<file path="src/rtl/bus_snoop_controller_pkg.sv">
// Shared types for the LLC bus snoop controller: bus operation and snoop
// result encodings, controller state, and the snoop priority merge.
package bus_snoop_controller_pkg;

    typedef enum logic [1:0] {
        BUS_READ       = 2'd0,
        BUS_WRITE      = 2'd1,
        BUS_INVALIDATE = 2'd2,
        BUS_RWIM       = 2'd3
    } bus_op_t;

    typedef enum logic [1:0] {
        SNOOP_NOHIT = 2'd0,
        SNOOP_HIT   = 2'd1,
        SNOOP_HITM  = 2'd2
    } snoop_result_t;

    typedef enum logic [2:0] {
        ST_IDLE,
        ST_SNOOP,
        ST_COLLECT,
        ST_FLUSH_WAIT,
        ST_MEM,
        ST_DONE
    } ctrl_state_t;

    // Priority HITM > HIT > NOHIT; the unused encoding 2'd3 ranks as NOHIT.
    function automatic snoop_result_t snoop_merge(input snoop_result_t a, input snoop_result_t b);
        if (a == SNOOP_HITM || b == SNOOP_HITM) begin
            return SNOOP_HITM;
        end
        if (a == SNOOP_HIT || b == SNOOP_HIT) begin
            return SNOOP_HIT;
        end
        return SNOOP_NOHIT;
    endfunction

endpackage

</file>
<file path="src/rtl/bus_snoop_controller_if.sv">
// Bus-side signal bundle of the snoop controller. The slave modport is the
// controller's view; the master modport is the LLC/memory side.
interface bus_snoop_controller_if
    import bus_snoop_controller_pkg::*;
#(
    parameter int ADDRESS_SIZE = 32,
    parameter int NUM_CACHES   = 4,
    parameter int COUNTER_SIZE = 32
);
    localparam int ID_W = (NUM_CACHES > 1) ? $clog2(NUM_CACHES) : 1;

    logic                      req_valid;
    logic                      req_ready;
    bus_op_t                   req_op;
    logic [ADDRESS_SIZE-1:0]   req_addr;
    logic [ID_W-1:0]           req_id;

    logic [NUM_CACHES-1:0]     snoop_valid;
    bus_op_t                   snoop_op;
    logic [ADDRESS_SIZE-1:0]   snoop_addr;
    logic [NUM_CACHES-1:0]     snoop_resp_valid;
    logic [2*NUM_CACHES-1:0]   snoop_resp;
    logic                      flush_valid;

    logic                      mem_req_valid;
    logic                      mem_req_write;
    logic [ADDRESS_SIZE-1:0]   mem_req_addr;
    logic                      mem_ack;

    logic                      resp_valid;
    snoop_result_t             resp_result;
    logic                      resp_error;
    logic [COUNTER_SIZE-1:0]   txn_count;

    modport slave (
        input  req_valid, req_op, req_addr, req_id,
        input  snoop_resp_valid, snoop_resp, flush_valid, mem_ack,
        output req_ready, snoop_valid, snoop_op, snoop_addr,
        output mem_req_valid, mem_req_write, mem_req_addr,
        output resp_valid, resp_result, resp_error, txn_count
    );

    modport master (
        output req_valid, req_op, req_addr, req_id,
        output snoop_resp_valid, snoop_resp, flush_valid, mem_ack,
        input  req_ready, snoop_valid, snoop_op, snoop_addr,
        input  mem_req_valid, mem_req_write, mem_req_addr,
        input  resp_valid, resp_result, resp_error, txn_count
    );

endinterface

</file>
<file path="src/rtl/bus_snoop_controller_snoop_collector.sv">
// Snoop response collector: tracks which snoopers still owe a response,
// merges their results, flags multiple HITM owners and times out silent
// snoopers or a missing flush.
module snoop_collector
    import bus_snoop_controller_pkg::*;
#(
    parameter int NUM_CACHES    = 4,
    parameter int SNOOP_TIMEOUT = 15
)
(
    input  logic                    clock,
    input  logic                    reset,
    input  logic                    i_start,
    input  logic [NUM_CACHES-1:0]   i_target,
    input  logic                    i_collect,
    input  logic                    i_flush_wait,
    input  logic [NUM_CACHES-1:0]   i_resp_valid,
    input  logic [2*NUM_CACHES-1:0] i_resp,
    output logic                    o_done,
    output logic                    o_timeout,
    output snoop_result_t           o_result,
    output logic                    o_error
);
    localparam int TIMER_W = $clog2(SNOOP_TIMEOUT + 1);
    localparam logic [TIMER_W-1:0] TIMER_LIMIT = TIMER_W'(SNOOP_TIMEOUT);

    logic [NUM_CACHES-1:0] r_pending;
    snoop_result_t         r_result;
    logic                  r_error;
    logic                  r_hitm_seen;
    logic [TIMER_W-1:0]    r_timer;

    logic [NUM_CACHES-1:0] w_accept;
    logic [NUM_CACHES-1:0] w_pending_next;
    snoop_result_t         w_merged;
    logic                  w_any_hitm;
    logic                  w_multi_hitm;
    logic                  w_error_next;

    // Merge this cycle's responses from still-pending snoopers into the running result.
    always_comb begin
        // NOTE: every signal gets a default before any branch so no latch is inferred.
        w_accept     = '0;
        w_merged     = r_result;
        w_any_hitm   = r_hitm_seen;
        w_multi_hitm = 1'b0;
        if (i_collect) begin
            w_accept = i_resp_valid & r_pending;
            for (int i = 0; i < NUM_CACHES; i++) begin
                if (w_accept[i]) begin
                    w_merged = snoop_merge(w_merged, snoop_result_t'(i_resp[2*i +: 2]));
                    if (i_resp[2*i +: 2] == SNOOP_HITM) begin
                        if (w_any_hitm) begin
                            w_multi_hitm = 1'b1;
                        end
                        w_any_hitm = 1'b1;
                    end
                end
            end
        end
        w_pending_next = r_pending & ~w_accept;
        o_timeout      = (r_timer == TIMER_LIMIT);
        o_done         = i_collect && ((w_pending_next == '0) || o_timeout);
        w_error_next   = r_error | w_multi_hitm | (o_timeout && (w_pending_next != '0));
    end

    assign o_result = w_merged;
    assign o_error  = r_error;

    // Load the target mask at snoop time, then retire responses and run the timer.
    always_ff @(posedge clock or negedge reset) begin
        // NOTE: sequential state uses non-blocking assignments so every flop samples pre-edge values.
        if (!reset) begin
            r_pending   <= '0;
            r_result    <= SNOOP_NOHIT;
            r_error     <= 1'b0;
            r_hitm_seen <= 1'b0;
            r_timer     <= '0;
        end else if (i_start) begin
            r_pending   <= i_target;
            r_result    <= SNOOP_NOHIT;
            r_error     <= 1'b0;
            r_hitm_seen <= 1'b0;
            r_timer     <= '0;
        end else if (i_collect) begin
            r_pending   <= w_pending_next;
            r_result    <= w_merged;
            r_error     <= w_error_next;
            r_hitm_seen <= w_any_hitm;
            // Restart the timer on exit so a following flush wait gets its own budget.
            r_timer     <= o_done ? '0 : r_timer + TIMER_W'(1);
        end else if (i_flush_wait && !o_timeout) begin
            r_timer     <= r_timer + TIMER_W'(1);
        end
    end

endmodule

</file>
<file path="src/rtl/bus_snoop_controller.sv">
// Shared-bus transaction controller: accepts one LLC bus operation, snoops
// the other caches, waits for a HITM flush, issues the DRAM request and
// returns the combined snoop result to the initiator.
module bus_snoop_controller
    import bus_snoop_controller_pkg::*;
#(
    parameter int ADDRESS_SIZE  = 32,
    parameter int NUM_CACHES    = 4,
    parameter int SNOOP_TIMEOUT = 15,
    parameter int COUNTER_SIZE  = 32
)
(
    input  logic                   clock,
    input  logic                   reset,
    bus_snoop_controller_if.slave  bus
);
    localparam int ID_W = (NUM_CACHES > 1) ? $clog2(NUM_CACHES) : 1;

    ctrl_state_t             r_state;
    ctrl_state_t             w_next_state;
    bus_op_t                 r_op;
    logic [ADDRESS_SIZE-1:0] r_addr;
    logic [ID_W-1:0]         r_id;
    logic                    r_mem_write;
    logic                    r_flush_err;
    logic [COUNTER_SIZE-1:0] r_txn_count;
    logic                    r_out_en;

    logic                    w_accept;
    logic [NUM_CACHES-1:0]   w_target;
    logic                    w_col_done;
    logic                    w_col_timeout;
    snoop_result_t           w_col_result;
    logic                    w_col_error;

    // req_ready stays low through reset and rises on the first edge after release.
    assign w_accept = (r_state == ST_IDLE) && r_out_en && bus.req_valid;

    // Every cache except the initiator is snooped.
    always_comb begin
        w_target       = '1;
        w_target[r_id] = 1'b0;
    end

    snoop_collector #(
        .NUM_CACHES    (NUM_CACHES),
        .SNOOP_TIMEOUT (SNOOP_TIMEOUT)
    ) u_collector (
        .clock        (clock),
        .reset        (reset),
        .i_start      (r_state == ST_SNOOP),
        .i_target     (w_target),
        .i_collect    (r_state == ST_COLLECT),
        .i_flush_wait (r_state == ST_FLUSH_WAIT),
        .i_resp_valid (bus.snoop_resp_valid),
        .i_resp       (bus.snoop_resp),
        .o_done       (w_col_done),
        .o_timeout    (w_col_timeout),
        .o_result     (w_col_result),
        .o_error      (w_col_error)
    );

    // State register.
    always_ff @(posedge clock or negedge reset) begin
        if (!reset) begin
            r_state <= ST_IDLE;
        end else begin
            r_state <= w_next_state;
        end
    end

    // Next-state logic.
    always_comb begin
        w_next_state = r_state;
        case (r_state)
            ST_IDLE: begin
                if (w_accept) begin
                    w_next_state = (bus.req_op == BUS_WRITE) ? ST_MEM : ST_SNOOP;
                end
            end
            ST_SNOOP: w_next_state = ST_COLLECT;
            ST_COLLECT: begin
                if (w_col_done) begin
                    if (r_op == BUS_INVALIDATE) begin
                        w_next_state = ST_DONE;
                    end else if (w_col_result == SNOOP_HITM) begin
                        w_next_state = ST_FLUSH_WAIT;
                    end else begin
                        w_next_state = ST_MEM;
                    end
                end
            end
            ST_FLUSH_WAIT: begin
                if (bus.flush_valid) begin
                    w_next_state = ST_MEM;
                end else if (w_col_timeout) begin
                    w_next_state = ST_DONE;
                end
            end
            ST_MEM: begin
                if (bus.mem_ack) begin
                    w_next_state = ST_DONE;
                end
            end
            ST_DONE: w_next_state = ST_IDLE;
            default: w_next_state = ST_IDLE;
        endcase
    end

    // Transaction context: latched request, memory direction, flush error, counter.
    always_ff @(posedge clock or negedge reset) begin
        if (!reset) begin
            r_op        <= BUS_READ;
            r_addr      <= '0;
            r_id        <= '0;
            r_mem_write <= 1'b0;
            r_flush_err <= 1'b0;
            r_txn_count <= '0;
            r_out_en    <= 1'b0;
        end else begin
            r_out_en <= 1'b1;
            case (r_state)
                ST_IDLE: begin
                    if (w_accept) begin
                        r_op        <= bus.req_op;
                        r_addr      <= bus.req_addr;
                        r_id        <= bus.req_id;
                        r_mem_write <= (bus.req_op == BUS_WRITE);
                        r_flush_err <= 1'b0;
                    end
                end
                ST_COLLECT: begin
                    if (w_col_done) begin
                        r_mem_write <= 1'b0;
                    end
                end
                ST_FLUSH_WAIT: begin
                    if (bus.flush_valid) begin
                        r_mem_write <= 1'b1;
                    end else if (w_col_timeout) begin
                        r_flush_err <= 1'b1;
                    end
                end
                ST_DONE: r_txn_count <= r_txn_count + COUNTER_SIZE'(1);
                default: ;
            endcase
        end
    end

    // Outputs are decoded from registered state only.
    always_comb begin
        bus.req_ready     = r_out_en && (r_state == ST_IDLE);
        bus.snoop_valid   = '0;
        bus.snoop_op      = BUS_READ;
        bus.snoop_addr    = '0;
        bus.mem_req_valid = 1'b0;
        bus.mem_req_write = 1'b0;
        bus.mem_req_addr  = '0;
        bus.resp_valid    = 1'b0;
        bus.resp_result   = SNOOP_NOHIT;
        bus.resp_error    = 1'b0;
        case (r_state)
            ST_SNOOP: begin
                bus.snoop_valid = w_target;
                bus.snoop_op    = r_op;
                bus.snoop_addr  = r_addr;
            end
            ST_MEM: begin
                bus.mem_req_valid = 1'b1;
                bus.mem_req_write = r_mem_write;
                bus.mem_req_addr  = r_addr;
            end
            ST_DONE: begin
                bus.resp_valid = 1'b1;
                if (r_op != BUS_WRITE) begin
                    bus.resp_result = w_col_result;
                    bus.resp_error  = w_col_error | r_flush_err;
                end
            end
            default: ;
        endcase
    end

    assign bus.txn_count = r_txn_count;

endmodule

</file>
<file path="src/flat_wrapper.sv">
// flat-port wrapper written by rule: the top's interface ports become plain ports
module bus_snoop_controller_flat import bus_snoop_controller_pkg::*;
#(
    parameter int ADDRESS_SIZE  = 32,
    parameter int NUM_CACHES    = 4,
    parameter int SNOOP_TIMEOUT = 15,
    parameter int COUNTER_SIZE  = 32
)
  (clock, reset, bus_req_valid, bus_req_op, bus_req_addr, bus_req_id, bus_snoop_resp_valid, bus_snoop_resp, bus_flush_valid, bus_mem_ack, bus_req_ready, bus_snoop_valid, bus_snoop_op, bus_snoop_addr, bus_mem_req_valid, bus_mem_req_write, bus_mem_req_addr, bus_resp_valid, bus_resp_result, bus_resp_error, bus_txn_count);
  bus_snoop_controller_if #(.ADDRESS_SIZE(ADDRESS_SIZE), .NUM_CACHES(NUM_CACHES), .COUNTER_SIZE(COUNTER_SIZE)) bus_i ();
  input  logic clock;
  input  logic reset;
  input wire logic [$bits(bus_i.req_valid)-1:0] bus_req_valid;
  input wire logic [$bits(bus_i.req_op)-1:0] bus_req_op;
  input wire logic [$bits(bus_i.req_addr)-1:0] bus_req_addr;
  input wire logic [$bits(bus_i.req_id)-1:0] bus_req_id;
  input wire logic [$bits(bus_i.snoop_resp_valid)-1:0] bus_snoop_resp_valid;
  input wire logic [$bits(bus_i.snoop_resp)-1:0] bus_snoop_resp;
  input wire logic [$bits(bus_i.flush_valid)-1:0] bus_flush_valid;
  input wire logic [$bits(bus_i.mem_ack)-1:0] bus_mem_ack;
  output wire logic [$bits(bus_i.req_ready)-1:0] bus_req_ready;
  output wire logic [$bits(bus_i.snoop_valid)-1:0] bus_snoop_valid;
  output wire logic [$bits(bus_i.snoop_op)-1:0] bus_snoop_op;
  output wire logic [$bits(bus_i.snoop_addr)-1:0] bus_snoop_addr;
  output wire logic [$bits(bus_i.mem_req_valid)-1:0] bus_mem_req_valid;
  output wire logic [$bits(bus_i.mem_req_write)-1:0] bus_mem_req_write;
  output wire logic [$bits(bus_i.mem_req_addr)-1:0] bus_mem_req_addr;
  output wire logic [$bits(bus_i.resp_valid)-1:0] bus_resp_valid;
  output wire logic [$bits(bus_i.resp_result)-1:0] bus_resp_result;
  output wire logic [$bits(bus_i.resp_error)-1:0] bus_resp_error;
  output wire logic [$bits(bus_i.txn_count)-1:0] bus_txn_count;
  assign bus_i.req_valid = bus_req_valid;
  assign bus_i.req_op = bus_req_op;
  assign bus_i.req_addr = bus_req_addr;
  assign bus_i.req_id = bus_req_id;
  assign bus_i.snoop_resp_valid = bus_snoop_resp_valid;
  assign bus_i.snoop_resp = bus_snoop_resp;
  assign bus_i.flush_valid = bus_flush_valid;
  assign bus_i.mem_ack = bus_mem_ack;
  assign bus_req_ready = bus_i.req_ready;
  assign bus_snoop_valid = bus_i.snoop_valid;
  assign bus_snoop_op = bus_i.snoop_op;
  assign bus_snoop_addr = bus_i.snoop_addr;
  assign bus_mem_req_valid = bus_i.mem_req_valid;
  assign bus_mem_req_write = bus_i.mem_req_write;
  assign bus_mem_req_addr = bus_i.mem_req_addr;
  assign bus_resp_valid = bus_i.resp_valid;
  assign bus_resp_result = bus_i.resp_result;
  assign bus_resp_error = bus_i.resp_error;
  assign bus_txn_count = bus_i.txn_count;
  bus_snoop_controller #(.ADDRESS_SIZE(ADDRESS_SIZE), .NUM_CACHES(NUM_CACHES), .SNOOP_TIMEOUT(SNOOP_TIMEOUT), .COUNTER_SIZE(COUNTER_SIZE)) u_core (.clock(clock), .reset(reset), .bus(bus_i));
endmodule
</file>
<file path="config.mk">
export PLATFORM = sky130hd
export DESIGN_NAME = bus_snoop_controller_flat
export DESIGN_NICKNAME = d
export VERILOG_FILES = /design/src/rtl/bus_snoop_controller_pkg.sv /design/src/rtl/bus_snoop_controller_if.sv /design/src/rtl/bus_snoop_controller_snoop_collector.sv /design/src/rtl/bus_snoop_controller.sv /design/src/flat_wrapper.sv
export SDC_FILE = /design/constraint.sdc
export NUM_CORES = 1
export LEC_CHECK = 0
export ABC_AREA = 1
export BUFFER_PORTS_ARGS = -buffer_cell sky130_fd_sc_hd__buf_2
export CAP_MARGIN = 10
export CORE_MARGIN = 2
export CORE_UTILIZATION = 55
export CTS_BUF_LIST = sky130_fd_sc_hd__clkbuf_8
export DETAILED_ROUTE_END_ITERATION = 12
export GPL_TIMING_DRIVEN = 0
export PLACE_DENSITY = 0.89
export REMOVE_ABC_BUFFERS = 1
export SLEW_MARGIN = 30
export SYNTH_ARGS = -nofsm -noshare
export SYNTH_HDL_FRONTEND = slang
export SYNTH_HIERARCHICAL = 1
export SYNTH_SLANG_ARGS = --single-unit
</file>
<file path="constraint.sdc">
create_clock -name clock -period 6.25 [get_ports clock]
set_input_delay 0.3125 -clock clock [delete_from_list [all_inputs] [get_ports clock]]
set_output_delay 0.3125 -clock clock [all_outputs]
set_load 0.01 [all_outputs]
</file>
* Word level (Yosys, flattened, before mapping) *
Cells that the tools add are included.

storage, ports and cells
  output and inout port bits = 109
  word-level logic and storage cells = 203
  input bits = 53
  register bits after elaboration = 86

cells by class
  muxes and demuxes = 119
  bitwise operators = 7
  order comparisons = 2
  eq/ne operators = 33
  reductions and logical operators = 27
  add/subtract/negate cells = 2

operators with widths
  kind                                                                      number
  1-bit two-way mux                                                         68
  32-bit two-way mux                                                        2
  2-bit two-way mux                                                         29
  32-bit by 1-bit adder with 32-bit output (second input constant)          1
  4-bit two-way mux                                                         8
  3-bit two-way mux                                                         8
  2-bit equality test (second input constant)                               10
  2-bit by 1-bit equality test with 1-bit output (second input constant)    9
  3-bit one-hot mux with 5 select lines                                     1
  4-bit AND reduction                                                       3
  1-bit logical OR                                                          9
  4-bit AND                                                                 2
  2-bit by 1-bit inequality test with 1-bit output (second input constant)  4
  4-bit inverter                                                            2
  3-bit by 2-bit equality test with 1-bit output (second input constant)    2
  3-bit equality test (second input constant)                               2
  1-bit logical AND                                                         6
  2-bit inequality test (second input constant)                             3
  3-bit nonzero test                                                        2
  4-bit by 1-bit adder with 4-bit output (second input constant)            1
  4-bit equality test (second input constant)                               1
  4-bit logical NOT                                                         1
  2-bit nonzero test                                                        2
  4-bit nonzero test                                                        1
  11 further kinds                                                          13

* Longest topological paths before layout *
  depth in word-level cells = 53
  gate-level depth with buffers = 19

* Cells and area by module *
Netlist, hierarchy kept.

by module, submodules not included
  module                times used  area an instance (µm²)  cells each  sequential area each (µm²)
  bus_snoop_controller  1           3953.8                  522         1851.8
  snoop_collector       1           892.1                   141         300.3

* Worst setup path after synthesis *
OpenSTA, ideal clock, no wires.

  path type = register to register
  start point = register u_core.r_state[2]
  end point = register u_core.r_state[1]
  data arrival time = 2012 ps
  clock period less this slack = 2139 ps
  buffers on the path = 1
  path slack = 4111 ps
  cell stages (with the launch flop) = 14
  cell sequence = dfrtp_1 -> buf_6 -> inv_2 -> nand2_1 -> nor2_1 -> inv_1 -> o21ai_0 -> nand4_1 -> a21oi_1 -> nor3_1 -> nor2_1 -> nand3_1 -> nand2_1 -> o21ai_0

between the ends
  longest elaborated chain between the ends = 9
  elaborated cells between the ends (all ways) = 24
  those cells by class = 9 x eq/ne; 6 x mux; 2 x bitwise; 7 x reduce/logical

RTL lines
  item                                                                   RTL line                                    source
  start: declaration                                                     bus_snoop_controller.sv:19                  ctrl_state_t r_state;
  start signal: assignment                                               bus_snoop_controller.sv:68                  r_state <= w_next_state;
  3-bit by 2-bit equality test with 1-bit output (*)                     bus_snoop_controller.sv:53                  .i_collect (r_state == ST_COLLECT),
  4-bit two-way mux                                                      bus_snoop_controller_snoop_collector.sv:47  if (i_collect) begin
  4-bit inverter                                                         bus_snoop_controller_snoop_collector.sv:61  w_pending_next = r_pending & ~w_accept;
  4-bit AND                                                              bus_snoop_controller_snoop_collector.sv:61
  4-bit logical NOT                                                      bus_snoop_controller_snoop_collector.sv:63  o_done = i_collect && ((w_pending_next == '0) || o_timeout);
  1-bit logical OR                                                       bus_snoop_controller_snoop_collector.sv:63
  1-bit logical AND (*)                                                  bus_snoop_controller_snoop_collector.sv:63
  named net u_core.w_col_done                                            bus_snoop_controller.sv:31                  logic w_col_done;
  2-bit by 1-bit inequality test with 1-bit output (no source line) (*)  -
  4-bit AND reduction (no source line) (*)                               -

The timed path passes the listed nets; every way through them passes the cells marked *. The select of a mux whose other input is x is not followed.
A chain may end at the register's enable or synchronous reset.

* Final worst setup path *
Same ends and word-level chain as after synthesis.

==> reports/metrics.yaml <==
netlist.area_leader.share_pct: 44.4
core_um2: 8640
antenna_found_initial: 0
worst_slew_pin_slew_ps: 743
dr_wl_met2_um: 6190
htree_levels: 3
first_pass_iters: 5
highest-signal-layer: "met4"
drt-met1-wl_um: 4830
fmax_mhz: 368
hold_slack_ps: 166
avgSynthCellArea_um2: 7.31
startpoint_type: "register"
routabilityCongestion: 0.897
crit_path_max_fanout: 8
fin_crit_sh_pct: 43.5
slew_headroom_pct: 50.5
place_area_um2: 5710
ys_warn_count: 6
tns_ps: 0
powerDensity_nw_per_um2: 351
cp.required_ps: 6480
skew_ps: 18.9
drive_gt1_share_pct: 25.2
ys_ff_latch: 86
io_buffers: 161
hold_viol: 0
numCtsBuffers: 9
post_cts_resized: 0
worstSetupPathType: "register to register"
antennaDiodeCount: 0
worstReg2RegStart: "u_core/r_state[2]$_DFFE_PN0P_"
p_leak_uw: 0.00327
setup_violations: 0
synth.area.top_cells: "dfrtp_1 44%, nand2_1 12%, nor2_1 9.3%, inv_1 7.2%, o21ai_0 4.9%"
gr-usage-all-layers_pct: 25.2
vias: 4772
start_util_pct: 56.1
fill_cells: 695
cts.sinks: 86
drc_errors: 0
min-delay-start: "bus_req_id[0]"
ff2ff_path_depth: 12
num_rows: 34
synth.distinct_cells: 39
vias_per_cell: 5.11
ir_drop_mv: 0.231
holdPathStages: 3
area_growth_pct: 21.9
layout.nets: 875
r2r-end: "u_core/r_state[1]$_DFFE_PN0P_"
dp_hpwl_um: 9300
grt_pass1_vias: 4587
wl_per_cell_um: 13.0
postCtsSetupBuffers: 0
top_level_ports: 162
dp_slack_ps: 3590
drv_slew: 0
fin_ws_ps: 3530
drtAntennaViolNets: 0
arrival_ps: 2940
clk_latency_ps: 360
ys_seq_area_share_pct: 44.4
p_total_uw: 2070
worstHoldEndpoint: "u_core/r_id[0]$_DFFE_PN0P_"
grt_max_degree: 72
cts_tree: "built"
min_path_type: "primary input to register"
final_common_cell: "buf_2"
synthCells: 663
grt_pass1_wl_um: 20000
design_area_um2: 5910
drt_iter0_drc: 269
grt-ovfl-total: 0
finalCriticalPeriod_ps: 2720
met3_length_um: 858
cts-root-buf: "clkbuf_8"
synth_top_area_cell: "dfrtp_1"
clk_pin_slew_ps: 90
clk_path_buf_depth: 2
dieArea_um2: 9580
die_w_um: 97.9
outcome: "finished clean"
routed_wl_um: 12100
worst-r2r-setup-slack_ps: 3530
die_h_um: 97.9
worstSetupEndpointType: "register"
final_cell_mix: "160 x buf_2, 158 x nand2_1, 120 x nor2_1, 92 x inv_1, 86 x dfrtp_1"
rsz0062_at_grt: "false"
syn_area_um2: 4850
maxCapViolCount: 0
## logic make-up after synthesis
kind of cell / count (synthesis) / share of synthesized area (%)
simple gates: 360 / 32.7
fa+ha+maj: 2 / 0.516
xor+xnor: 20 / 3.61
other cells: 1 / 0.0774
compound gates: 80 / 8.78
buf+inv: 114 / 9.94
flops: 86 / 44.4
## area by class of cell
type                            count  area, µm²  area share (%)
Clock inverter                      6       52.6           0.890
Tap cell                          108        135            2.29
Clock buffer                       10        138            2.33
Multi-Input combinational cell    463       2210            37.5
Timing Repair Buffer              163        850            14.4
Inverter                           97        365            6.19
Sequential cell                    86       2150            36.4
## worst max-delay path, stage by stage, from the launching register on
cell     delay (ps)
dfrtp_1         490
inv_2           150
nand2_1         120
nor2_1          370
inv_1           230
o21ai_0         320
nand4_1         190
a21oi_1         230
nor3_1           80
nor2_1          150
nand3_1         130
nand2_1          70
o21ai_0          70
## sequential cells by signal, indices dropped and copies added (netlist names)
register,flops
u_core/r_state,3
u_core/u_collector/r_result,2
u_core/r_flush_err,1
u_core/r_out_en,1
u_core/bus.txn_count,32
u_core/r_id,2
u_core/u_collector/r_hitm_seen,1
u_core/r_op,2
u_core/r_mem_write,1
u_core/u_collector/o_error,1
u_core/r_addr,32
u_core/u_collector/r_timer,4
u_core/u_collector/r_pending,4
## synth_stat cells, drive strengths merged
cell    count
inv        97
o32ai       1
ha          2
conb        1
nor2      130
dfrtp      86
xnor2      11
or2         2
nor3       14
nand3      31
o22ai       2
clkbuf      4
nand4      12
buf        13
nand2     163
a32oi       1
xor2        9
a21oi      18
o21ai      56
nor3b       1
a31oi       1
nand3b      7
o211ai      1
## power breakdown
part / switching, µW / internal, µW
combinational: 579 / 293
sequential: 101 / 725
clock: 211 / 162
## per-stage QoR
| step | cells | utilization, % |
|---|---|---|
| 2_1_floorplan | 646 | - |
| 3_3_place_gp | 915 | 65.6 |
| 3_5_place_dp | 916 | 66.1 |
| 4_1_cts | 933 | 68.4 |
| 5_1_grt | 933 | 68.4 |
| 6_report | 933 | 68.4 |
## how the worst max path moves through the flow
stage | from | to | slack (ps) | cells after the start
after floorplan | u_core/r_state[2]$_DFFE_PN0P_ | u_core/r_state[1]$_DFFE_PN0P_ | 4100 | 12
after global placement | u_core/r_state[2]$_DFFE_PN0P_ | u_core/r_state[1]$_DFFE_PN0P_ | 3650 | 12
after detailed placement | u_core/r_state[2]$_DFFE_PN0P_ | u_core/r_state[1]$_DFFE_PN0P_ | 3590 | 12
after CTS | u_core/r_state[0]$_DFFE_PN0P_ | bus_snoop_addr[22] | 3530 | 5
after global routing | u_core/r_state[2]$_DFFE_PN0P_ | u_core/r_state[2]$_DFFE_PN0P_ | 3170 | 13
final | u_core/r_state[2]$_DFFE_PN0P_ | u_core/r_state[1]$_DFFE_PN0P_ | 3530 | 12
## routing by layer
metal / track usage (%) / vias up
met5: 0 / -
met4: 9.62 / 0
met3: 4.44 / 23
met2: 45.1 / 195
met1: 30.2 / 2178
li1: - / 2376
## what timing repair did
| action | CTS | global route |
|---|---|---|
| setup endpoints to repair | 0 | 0 |
| hold buffers | 1 | 0 |
| hold endpoints to repair | 17 | 0 |
Power figures use the tool's default switching activity.
